`src/rtl/sram_ctrl_pkg.sv`:
```
// Shared types and defaults for the 1R1W SRAM front-end controller.
// Build option: SRAM_CTRL_FWD_EN enables write-to-read forwarding on collisions.
package sram_ctrl_pkg;

    localparam int DEF_DATA_WIDTH = 128;
    localparam int DEF_ADDR_WIDTH = 9;

    // RUN serves requesters; CLEAR owns port 0 while zero-filling the array.
    typedef enum logic {
        ST_RUN,
        ST_CLEAR
    } state_t;

    // Which requester owns macro port 0 this cycle.
    typedef enum logic [1:0] {
        GNT_NONE,
        GNT_A,
        GNT_B
    } gnt_t;

    // Read pipeline stage between macro access and response FIFO push.
    typedef struct packed {
        logic                      valid;
        logic                      fwd;
        logic [DEF_DATA_WIDTH-1:0] fwd_data;
    } s1_t;

endpackage

```
`src/rtl/sram_rsp_fifo.sv`:
```
// Synchronous response FIFO with occupancy count and same-cycle push/pop.
// Head data reads as zero while empty so the response bus is clean after reset.
module sram_rsp_fifo #(
    parameter int DATA_WIDTH = 128,
    parameter int DEPTH      = 3,
    parameter int CNT_W      = $clog2(DEPTH + 1)
) (
    input  logic                  clk,
    input  logic                  rst,
    input  logic                  push,
    input  logic [DATA_WIDTH-1:0] push_data,
    input  logic                  pop,
    output logic [DATA_WIDTH-1:0] pop_data,
    output logic [CNT_W-1:0]      count,
    output logic                  not_empty
);

    localparam int PTR_W = (DEPTH > 1) ? $clog2(DEPTH) : 1;

    logic [DATA_WIDTH-1:0] mem [DEPTH];
    logic [PTR_W-1:0]      wr_ptr_q;
    logic [PTR_W-1:0]      rd_ptr_q;
    logic [CNT_W-1:0]      count_q;
    logic                  do_push;
    logic                  do_pop;

    function automatic logic [PTR_W-1:0] next_ptr(input logic [PTR_W-1:0] p);
        return (p == PTR_W'(DEPTH - 1)) ? '0 : p + PTR_W'(1);
    endfunction

    assign do_pop    = pop && (count_q != '0);
    assign do_push   = push && ((count_q != CNT_W'(DEPTH)) || do_pop);
    assign not_empty = (count_q != '0);
    assign count     = count_q;
    assign pop_data  = not_empty ? mem[rd_ptr_q] : '0;

    // Storage write; entries carry no reset value.
    // NOTE: data storage is deliberately not reset; only pointers and count are, and empty reads are masked.
    always_ff @(posedge clk) begin
        if (do_push) begin
            mem[wr_ptr_q] <= push_data;
        end
    end

    // Pointer and occupancy bookkeeping.
    always_ff @(posedge clk) begin
        if (rst) begin
            wr_ptr_q <= '0;
            rd_ptr_q <= '0;
            count_q  <= '0;
        end else begin
            if (do_push) wr_ptr_q <= next_ptr(wr_ptr_q);
            if (do_pop)  rd_ptr_q <= next_ptr(rd_ptr_q);
            case ({do_push, do_pop})
                2'b10:   count_q <= count_q + CNT_W'(1);
                2'b01:   count_q <= count_q - CNT_W'(1);
                default: count_q <= count_q;
            endcase
        end
    end

endmodule

```
`src/rtl/sram_1r1w_ctrl.sv`:
```
// Front-end controller for a 1R1W SRAM macro: round-robin write arbitration on
// port 0, credited reads on port 1 with a response FIFO, collision handling and
// a zero-fill clear sequencer.
// Build option: SRAM_CTRL_FWD_EN -- colliding reads are forwarded instead of stalled.
module sram_1r1w_ctrl
    import sram_ctrl_pkg::*;
#(
    parameter int DATA_WIDTH = DEF_DATA_WIDTH,
    parameter int ADDR_WIDTH = DEF_ADDR_WIDTH,
    parameter int RSP_DEPTH  = 3
) (
    input  logic                  clk,
    input  logic                  rst,
    input  logic                  clr_start,
    output logic                  clr_busy,
    input  logic                  wa_valid,
    output logic                  wa_ready,
    input  logic [ADDR_WIDTH-1:0] wa_addr,
    input  logic [DATA_WIDTH-1:0] wa_data,
    input  logic                  wb_valid,
    output logic                  wb_ready,
    input  logic [ADDR_WIDTH-1:0] wb_addr,
    input  logic [DATA_WIDTH-1:0] wb_data,
    input  logic                  rd_valid,
    output logic                  rd_ready,
    input  logic [ADDR_WIDTH-1:0] rd_addr,
    output logic                  rd_rvalid,
    input  logic                  rd_rready,
    output logic [DATA_WIDTH-1:0] rd_rdata,
    output logic                  sram_csb0,
    output logic [ADDR_WIDTH-1:0] sram_addr0,
    output logic [DATA_WIDTH-1:0] sram_din0,
    output logic                  sram_csb1,
    output logic [ADDR_WIDTH-1:0] sram_addr1,
    input  logic [DATA_WIDTH-1:0] sram_dout1
);

    localparam int CNT_W = $clog2(RSP_DEPTH + 1);

    state_t                state_q, state_d;
    logic [ADDR_WIDTH-1:0] clr_cnt_q, clr_cnt_d;
    logic                  rr_b_q;
    gnt_t                  gnt;
    logic                  run;
    logic [ADDR_WIDTH-1:0] wr_addr;
    logic [DATA_WIDTH-1:0] wr_data;
    logic                  collide;
    logic                  credit_ok;
    logic                  rd_fire;
    logic [CNT_W-1:0]      fifo_count;
    logic                  s1_valid;
    logic [DATA_WIDTH-1:0] push_data;

    assign run      = (state_q == ST_RUN);
    assign clr_busy = (state_q == ST_CLEAR);

    // Clear sequencer state and address counter.
    // NOTE: sequential state uses non-blocking assignments so every register samples pre-edge values.
    always_ff @(posedge clk) begin
        if (rst) begin
            state_q   <= ST_RUN;
            clr_cnt_q <= '0;
        end else begin
            state_q   <= state_d;
            clr_cnt_q <= clr_cnt_d;
        end
    end

    // Clear sequencer next state: one zero write per cycle over the whole array.
    // NOTE: every output of this block gets a default first, so no path can infer a latch.
    always_comb begin
        state_d   = state_q;
        clr_cnt_d = clr_cnt_q;
        case (state_q)
            ST_RUN: begin
                if (clr_start) begin
                    state_d   = ST_CLEAR;
                    clr_cnt_d = '0;
                end
            end
            ST_CLEAR: begin
                if (clr_cnt_q == '1) begin
                    state_d   = ST_RUN;
                    clr_cnt_d = '0;
                end else begin
                    clr_cnt_d = clr_cnt_q + ADDR_WIDTH'(1);
                end
            end
            default: state_d = ST_RUN;
        endcase
    end

    // Write arbitration: lone requester always wins, contests follow the rr pointer.
    always_comb begin
        gnt = GNT_NONE;
        if (run) begin
            if (wa_valid && wb_valid) gnt = rr_b_q ? GNT_B : GNT_A;
            else if (wa_valid)        gnt = GNT_A;
            else if (wb_valid)        gnt = GNT_B;
        end
    end

    // Round-robin pointer moves only after a two-way contest.
    always_ff @(posedge clk) begin
        if (rst) begin
            rr_b_q <= 1'b0;
        end else if (run && wa_valid && wb_valid) begin
            rr_b_q <= (gnt == GNT_A);
        end
    end

    assign wa_ready = (gnt == GNT_A);
    assign wb_ready = (gnt == GNT_B);
    assign wr_addr  = (gnt == GNT_B) ? wb_addr : wa_addr;
    assign wr_data  = (gnt == GNT_B) ? wb_data : wa_data;

    // Read acceptance: credits cover both the s1 stage and FIFO occupancy.
    assign collide   = (gnt != GNT_NONE) && rd_valid && (rd_addr == wr_addr);
    assign credit_ok = ((CNT_W+1)'(s1_valid) + (CNT_W+1)'(fifo_count)) < (CNT_W+1)'(RSP_DEPTH);
`ifdef SRAM_CTRL_FWD_EN
    assign rd_ready  = run && credit_ok;
`else
    assign rd_ready  = run && credit_ok && !collide;
`endif
    assign rd_fire   = rd_valid && rd_ready;

    // Macro port 0: clear sequencer has priority, otherwise the granted write.
    always_comb begin
        sram_csb0  = 1'b1;
        sram_addr0 = wr_addr;
        sram_din0  = wr_data;
        if (clr_busy) begin
            sram_csb0  = 1'b0;
            sram_addr0 = clr_cnt_q;
            sram_din0  = '0;
        end else if (gnt != GNT_NONE) begin
            sram_csb0  = 1'b0;
        end
    end

    assign sram_csb1  = !rd_fire;
    assign sram_addr1 = rd_addr;

`ifdef SRAM_CTRL_FWD_EN
    s1_t s1_q;

    // s1 stage: remembers whether the macro data must be replaced by write data.
    always_ff @(posedge clk) begin
        if (rst) begin
            s1_q <= '0;
        end else begin
            s1_q.valid <= rd_fire;
            s1_q.fwd   <= rd_fire && collide;
            if (rd_fire && collide) s1_q.fwd_data <= wr_data;
        end
    end

    assign s1_valid  = s1_q.valid;
    assign push_data = s1_q.fwd ? s1_q.fwd_data : sram_dout1;
`else
    logic s1_valid_q;

    // s1 stage: marks the cycle the macro read data is valid.
    always_ff @(posedge clk) begin
        if (rst) begin
            s1_valid_q <= 1'b0;
        end else begin
            s1_valid_q <= rd_fire;
        end
    end

    assign s1_valid  = s1_valid_q;
    assign push_data = sram_dout1;
`endif

    sram_rsp_fifo #(
        .DATA_WIDTH (DATA_WIDTH),
        .DEPTH      (RSP_DEPTH),
        .CNT_W      (CNT_W)
    ) u_rsp_fifo (
        .clk       (clk),
        .rst       (rst),
        .push      (s1_valid),
        .push_data (push_data),
        .pop       (rd_rvalid && rd_rready),
        .pop_data  (rd_rdata),
        .count     (fifo_count),
        .not_empty (rd_rvalid)
    );

endmodule

```
`config.mk`:
```
export PLATFORM = sky130hd
export DESIGN_NAME = sram_1r1w_ctrl
export DESIGN_NICKNAME = d
export VERILOG_FILES = /design/src/rtl/sram_ctrl_pkg.sv /design/src/rtl/sram_rsp_fifo.sv /design/src/rtl/sram_1r1w_ctrl.sv
export SDC_FILE = /design/constraint.sdc
export NUM_CORES = 1
export LEC_CHECK = 0
export ABC_AREA = 1
export BUFFER_PORTS_ARGS = -buffer_cell sky130_fd_sc_hd__buf_2
export CAP_MARGIN = 10
export CORE_AREA = 2 2 269 271
export DETAILED_ROUTE_END_ITERATION = 16
export DIE_AREA = 0 0 271 273
export SETUP_SLACK_MARGIN = 0.5
export SLEW_MARGIN = 20
export SYNTH_ARGS = -nofsm -noshare
export SYNTH_HDL_FRONTEND = slang
export SYNTH_SLANG_ARGS = --single-unit
```
`constraint.sdc`:
```
create_clock -name clk -period 16.3 [get_ports clk]
set_input_delay 0.815 -clock clk [delete_from_list [all_inputs] [get_ports clk]]
set_output_delay 0.815 -clock clk [all_outputs]
set_load 0.03 [all_outputs]
```
Word level (Yosys, flattened, before mapping)
Memories as Yosys holds them, arrays and structs flattened. A register that Yosys moved wholly into a read port is not among the register bits.
Index checks and enable logic that the tools add are counted.

storage, ports and cells
  memories kept = 1
  register bits = 18
  logic and storage cells = 68
  bits of input ports = 418
  bits in writable memories = 384
  output and inout port bits = 281

memories
  memory          depth  bits a word  read ports  clocked after Yosys merged registers in  write ports  RTL line             source
  u_rsp_fifo.mem  3      128          1           1                                        1            sram_rsp_fifo.sv:20  logic [DATA_WIDTH-1:0] mem [DEPTH];

cells by class
  reduce and logical (&&, ||, !) cells = 17
  magnitude comparators = 1
  eq/ne operators = 10
  add/sub/neg operators = 6
  bitwise logic cells = 1
  muxes and demuxes = 25

operator list
  cell                                                                    count
  128-bit two-way mux                                                     3
  9-bit two-way mux                                                       4
  2-bit two-way mux                                                       9
  9-bit case mux with 2 select lines                                      1
  1-bit logical AND                                                       11
  9-bit by 1-bit adder with 9-bit output (second input constant)          1
  9-bit equality test                                                     1
  9-bit equality test (second input constant)                             1
  2-bit equality test (second input constant)                             4
  2-bit by 1-bit adder with 2-bit output (second input constant)          3
  1-bit two-way mux                                                       6
  2-bit nonzero test                                                      3
  2-bit by 1-bit equality test with 1-bit output (second input constant)  2
  2-bit inequality test (second input constant)                           2
  2-bit case mux with 2 select lines                                      1
  1-bit by 2-bit adder with 3-bit output                                  1
  3-bit by 2-bit < comparator with 1-bit output (second input constant)   1
  1-bit logical NOT                                                       2
  1-bit case mux with 2 select lines                                      1
  2-bit by 1-bit subtractor with 2-bit output (second input constant)     1
  1-bit logical OR                                                        1
  1-bit inverter                                                          1

Depth between registers and ports, before layout
  depth after elaboration = 12
  gate-level depth with buffers = 13
  gate-level depth less buffers = 13

Hierarchy
From an unflattened synthesis, not the netlist that was laid out.

unflattened totals
  cell total of the unflattened synthesis = 2033
  area, all modules = 19079.5 µm²

modules (own cells, without submodules)
  module          times used  cells each  area each (µm²)  seq. area each (µm²)
  sram_rsp_fifo   1           1400        16102.9          11691.2
  sram_1r1w_ctrl  1           633         2976.6           240.2

Least setup slack after synthesis
No wires, ideal clock.

  path type = input-to-reg
  start point = in rd_rready
  end point = mem u_rsp_fifo.mem[2][0] (enable)
  path buffers = 0
  setup time = 0.773 ns
  setup slack = 5.867 ns
  data required time = 15.527 ns
  data arrival time = 9.660 ns
  stages = 4
  cells stage by stage = inv_1 nand3_1 nand2_1 nor3_1

on the way
  word-level cells in the longest chain between the ends = 6

ends and longest elaborated chain
  item                                     RTL line               source
  start, declared                          sram_1r1w_ctrl.sv:28   input logic rd_rready,
  1-bit logical AND                        sram_1r1w_ctrl.sv:185  .pop (rd_rvalid && rd_rready),
  1-bit logical AND                        sram_rsp_fifo.sv:31    assign do_pop = pop && (count_q != '0);
  1-bit logical OR                         sram_rsp_fifo.sv:32    assign do_push = push && ((count_q != CNT_W'(DEPTH)) || do_pop);
  1-bit logical AND                        sram_rsp_fifo.sv:32
  1-bit two-way mux                        sram_rsp_fifo.sv:40    if (do_push) begin
  1-bit two-way mux (not written as such)  sram_rsp_fifo.sv:41    mem[wr_ptr_q] <= push_data;
  end, declared                            sram_rsp_fifo.sv:20

Every way passes these cells.

Worst setup path after layout
  start point = reg state_q, in the netlist clr_busy
  end point = out sram_csb1

on the way
  word-level cells in the longest chain between the ends = 9
  elaborated cells between the ends (all ways) = 13
  those cells by class = 2 x eq/ne; 2 x mux; 1 x bitwise; 8 x reduce/logical

ends and longest elaborated chain
  item                    RTL line               source
  start, declared         sram_1r1w_ctrl.sv:40   state_t state_q, state_d;
  start signal, assigned  sram_1r1w_ctrl.sv:64   state_q <= state_d;
  2-bit two-way mux       sram_1r1w_ctrl.sv:96   if (run) begin
  2-bit equality test     sram_1r1w_ctrl.sv:114  assign wr_addr = (gnt == GNT_B) ? wb_addr : wa_addr;
  9-bit two-way mux       sram_1r1w_ctrl.sv:114
  9-bit equality test     sram_1r1w_ctrl.sv:118  assign collide = (gnt != GNT_NONE) && rd_valid && (rd_addr == wr_addr);
  1-bit logical AND       sram_1r1w_ctrl.sv:118
  1-bit logical NOT       sram_1r1w_ctrl.sv:123  assign rd_ready = run && credit_ok && !collide;
  1-bit logical AND (*)   sram_1r1w_ctrl.sv:123
  1-bit logical AND (*)   sram_1r1w_ctrl.sv:125  assign rd_fire = rd_valid && rd_ready;
  1-bit logical NOT (*)   sram_1r1w_ctrl.sv:141  assign sram_csb1 = !rd_fire;
  end, declared           sram_1r1w_ctrl.sv:33   output logic sram_csb1,

Every way passes the cells marked *; elsewhere a longest branch is shown, timed or not.

==> impl_metrics.py <==
metrics = {
    "route": {
        "via_count": 15485,
        "wl_met1_mm": 28.38,
        "drtAntennaViolNets": 0,
        "wl_per_cell_um": 24.00,
        "postRouteWirelength_mm": 81.90,
        "first_iter_violations": 1032,
        "firstDrtPassIters": 7,
        "viasPerCell": 4.537,
        "wl_met3_mm": 7.512,
        "routed.top_layer": "met5",
        "route.detailed.drc": 0,
        "met2_length_mm": 39.52,
    },
    "power_and_ir_drop": {
        "combPwrFrac": 0.228,
        "pwr-share-seq": 0.423,
        "powerDensity_nw_per_um2": 113.2,
        "p_leak_nw": 11.71,
        "peakVddDrop_v": 0.00009423,
        "p_sw_frac": 0.3138,
        "p_int_mw": 1.913,
        "total_power_mw": 2.788,
        "power.switching_uw": 874.9,
        "clkPwrFrac": 0.349,
    },
    "setup_path": {
        "worst-setup-path-type": "reg -> out",
        "crit_top_cell": "nand2_1",
        "crit_path_start": "clr_busy",
        "cpMaxStageDelayCell": "buf_4",
        "r2r_end": "s1_valid",
        "r2r_setup_slack_ns": 12.58,
        "startpoint_type": "register",
        "path_cells": "buf_4 -> nor2_8 -> nand2_8 -> inv_4 -> buf_4 -> nand2_1 -> nand2_1 -> nand2_1 -> nand2_1 -> nand2_1 -> nor2_2 -> nand2_1 -> nand3_2 -> buf_2",
        "crit_family": "buffers and inverters",
        "critical_path_buf_inv_count": 4,
        "crit_end": "sram_csb1",
        "max_stage_delay_ns": 0.67,
        "cp.arrival_ns": 4.29,
        "worstReg2RegStart": "clr_busy",
        "cp_max_fo": 71,
        "reg2reg_depth": 14,
        "required_ns": 15.49,
        "path_depth": 14,
        "endpoint_kind": "primary output",
    },
    "logic_synthesis": {
        "synth_edf_count": 384,
        "yosysWarningCount": 0,
        "synthFlopType": "edfxtp_1",
        "ys_seq_area_frac": 0.6355,
        "async_reset_ff_frac": 0,
        "syn_inst": 1751,
        "postSynthAreaPerCell_um2": 10.72,
        "synth-seq-cells": 404,
        "synth.distinct_cells": 31,
        "synth_area_um2": 18780,
        "syn_nets": 2174,
    },
    "global_route": {
        "first_global_vias": 14816,
        "grt-ovfl-total": 0,
        "grt_max_degree": 129,
        "grt_usage": 0.2108,
        "antenna_found_initial": 76,
        "grt_pass1_wl_mm": 109.3,
    },
    "placement": {
        "place_area_um2": 23120,
        "port_buffers": 698,
        "dp_hpwl_mm": 63.52,
        "gp_congestion": 1.006,
    },
    "timing": {
        "slew_headroom": 0.3002,
        "finalSetupTns_ns": 0,
        "setup_violations": 0,
        "grt_setup_unrepaired": "no",
        "hold_viol": 0,
        "slew_viol_final": 0,
        "skew_ns": 0.03098,
        "worst_pin_slew_ns": 1.050,
        "max_freq_mhz": 195.9,
        "post-route-min-period_ns": 5.104,
        "final.period_utilization": 0.3131,
    },
    "clocking": {
        "cts_tree": "built",
        "ctsHtreeMaxLevel": 2,
        "hold_buffers": 0,
        "cts_setup_buffers": 0,
        "clkSinkCount": 404,
        "cts_root_buffer": "clkbuf_16",
        "clk_path_buf_depth": 3,
        "numCtsBuffers": 44,
        "clk_latency_ns": 0.58,
        "clk_pin_slew_ns": 0.07,
        "ctsResizeCount": 0,
    },
    "die": {
        "core.rowCount": 98,
        "die_h_um": 273,
        "ioPinCount": 699,
        "die_area_um2": 73980,
        "die_w_um": 271,
        "coreArea_um2": 71000,
        "start_util": 0.2645,
    },
    "run_status": {
        "status": "finished, final reports clean",
    },
    "min_path": {
        "holdCritPathClass": "in -> reg",
    },
    "cells_and_area": {
        "syn_to_final_growth_pct": 31.13,
        "layout-drive-gt1-share": 0.3821,
        "design_area_um2": 24620,
        "nets": 2820,
    },
    "job": {
        "cap_violations": 0,
    },
}
[metal layers]
layer | global-route usage | vias to the layer above
li1 | - | 7254
met1 | 0.2183 | 7294
met2 | 0.3614 | 679
met3 | 0.07521 | 222
met4 | 0.1381 | 36
met5 | 0 | -
[area by class of cell]
| class | count | area [µm²] |
|---|---|---|
| fillers | 7289 | 46370 |
| inverters | 299 | 1127 |
| diodes | 32 | 80.08 |
| clock inverters | 25 | 261.5 |
| repair buffers | 714 | 3626 |
| well taps | 950 | 1189 |
| multi-input cells | 934 | 5235 |
| flip-flops and latches | 404 | 11940 |
| clock buffers | 55 | 1164 |
[state kept, by name, summed over array words and instances, names as in the netlist, named ones only]
register             cells
u_rsp_fifo.mem         384
clr_cnt_q                9
u_rsp_fifo.count         2
u_rsp_fifo.rd_ptr_q      2
u_rsp_fifo.wr_ptr_q      2
clr_busy                 1
rr_b_q                   1
s1_valid                 1
[Yosys cell counts (2+ instances only)]
| master | number | share of area |
|---|---|---|
| edfxtp_1 | 384 | 0.61 |
| nand2_1 | 311 | 0.062 |
| inv_1 | 297 | 0.059 |
| nand3_1 | 156 | 0.042 |
| o21ai_0 | 142 | 0.038 |
| a21oi_1 | 140 | 0.037 |
| mux2_2 | 128 | 0.077 |
| clkbuf_1 | 57 | 0.011 |
| buf_2 | 25 | 0.0067 |
| dfxtp_1 | 20 | 0.021 |
| buf_1 | 18 | 0.0036 |
| nor2_1 | 18 | 0.0036 |
| buf_4 | 12 | 0.0048 |
| a211oi_1 | 6 | 0.0024 |
| ha_1 | 5 | 0.0033 |
| nand2_2 | 4 | 0.0013 |
| nor3_1 | 4 | 0.0011 |
| o211ai_1 | 4 | 0.0016 |
| a221oi_1 | 3 | 0.0014 |
| o21ai_2 | 3 | 0.0014 |
| inv_2 | 2 | 0.00040 |
| nand2_4 | 2 | 0.0012 |
| nor2_2 | 2 | 0.00067 |
[placed cells by master (no fill, tap or decap), types with 10 or more instances in the layout]
cell / instances
diode_2: 32
buf_4: 15
clkbuf_1: 10
edfxtp_1: 384
clkbuf_16: 45
dfxtp_1: 18
inv_1: 296
nor2_1: 15
a21oi_1: 140
o21ai_0: 142
buf_2: 698
mux2_2: 128
nand2_1: 311
nand3_1: 156
[power by group through the flow]
stage / clock network [mW] / registers (mW) / logic [mW]
floorplan: 0 / 1.19 / 0.404
detailed placement: 0 / 1.20 / 0.641
global route: 1.04 / 1.18 / 0.686
CTS: 1.00 / 1.18 / 0.643
finish: 0.972 / 1.18 / 0.636
global placement: 0 / 1.20 / 0.639
[logic make-up after synthesis]
family / after synthesis / share of synthesized area
adders and majority gates: 5 / 0.003332
and+or+nand+nor: 500 / 0.1136
buffers and inverters: 413 / 0.08763
DFF: 404 / 0.6355
AOI/OAI and AO/OA: 300 / 0.08277
xor gates and xnor gates: 1 / 0.0004666
muxes: 128 / 0.07677
[how the worst min path moves through the flow]
stage	startpoint	endpoint	slack, ns	cells past startpoint
5_1_grt	sram_dout1[124]	u_rsp_fifo.mem[2][124]	0.41	1
2_1_floorplan	clr_cnt_q[7]	clr_cnt_q[7]	0.46	2
6_report	sram_dout1[124]	u_rsp_fifo.mem[2][124]	0.44	1
3_5_place_dp	u_rsp_fifo.rd_ptr_q[1]	register	0.47	2
4_1_cts	sram_dout1[1]	u_rsp_fifo.mem[2][1]	0.40	1
3_3_place_gp	clr_cnt_q[7]	clr_cnt_q[7]	0.47	2
[worst register-to-register path, delay by kind of cell, from the launching register on]
kind          cells  cell delay [ns]
simple gates     11             1.51
buf+inv           3             1.61
flops             1             0.46
[through the flow]
stage	instances	utilization	hold slack [ns]	setup WS (ns)
6_report	3413	0.3468	0.4403	11.20
5_1_grt	3404	0.3465	0.4106	10.88
4_1_cts	3381	0.3457	0.3962	11.20
3_5_place_dp	3301	0.3256	0.4727	11.50
3_3_place_gp	3301	0.3256	0.4705	11.49
2_1_floorplan	1751	-	0.4584	5.867
Power figures use the tool's default switching activity.
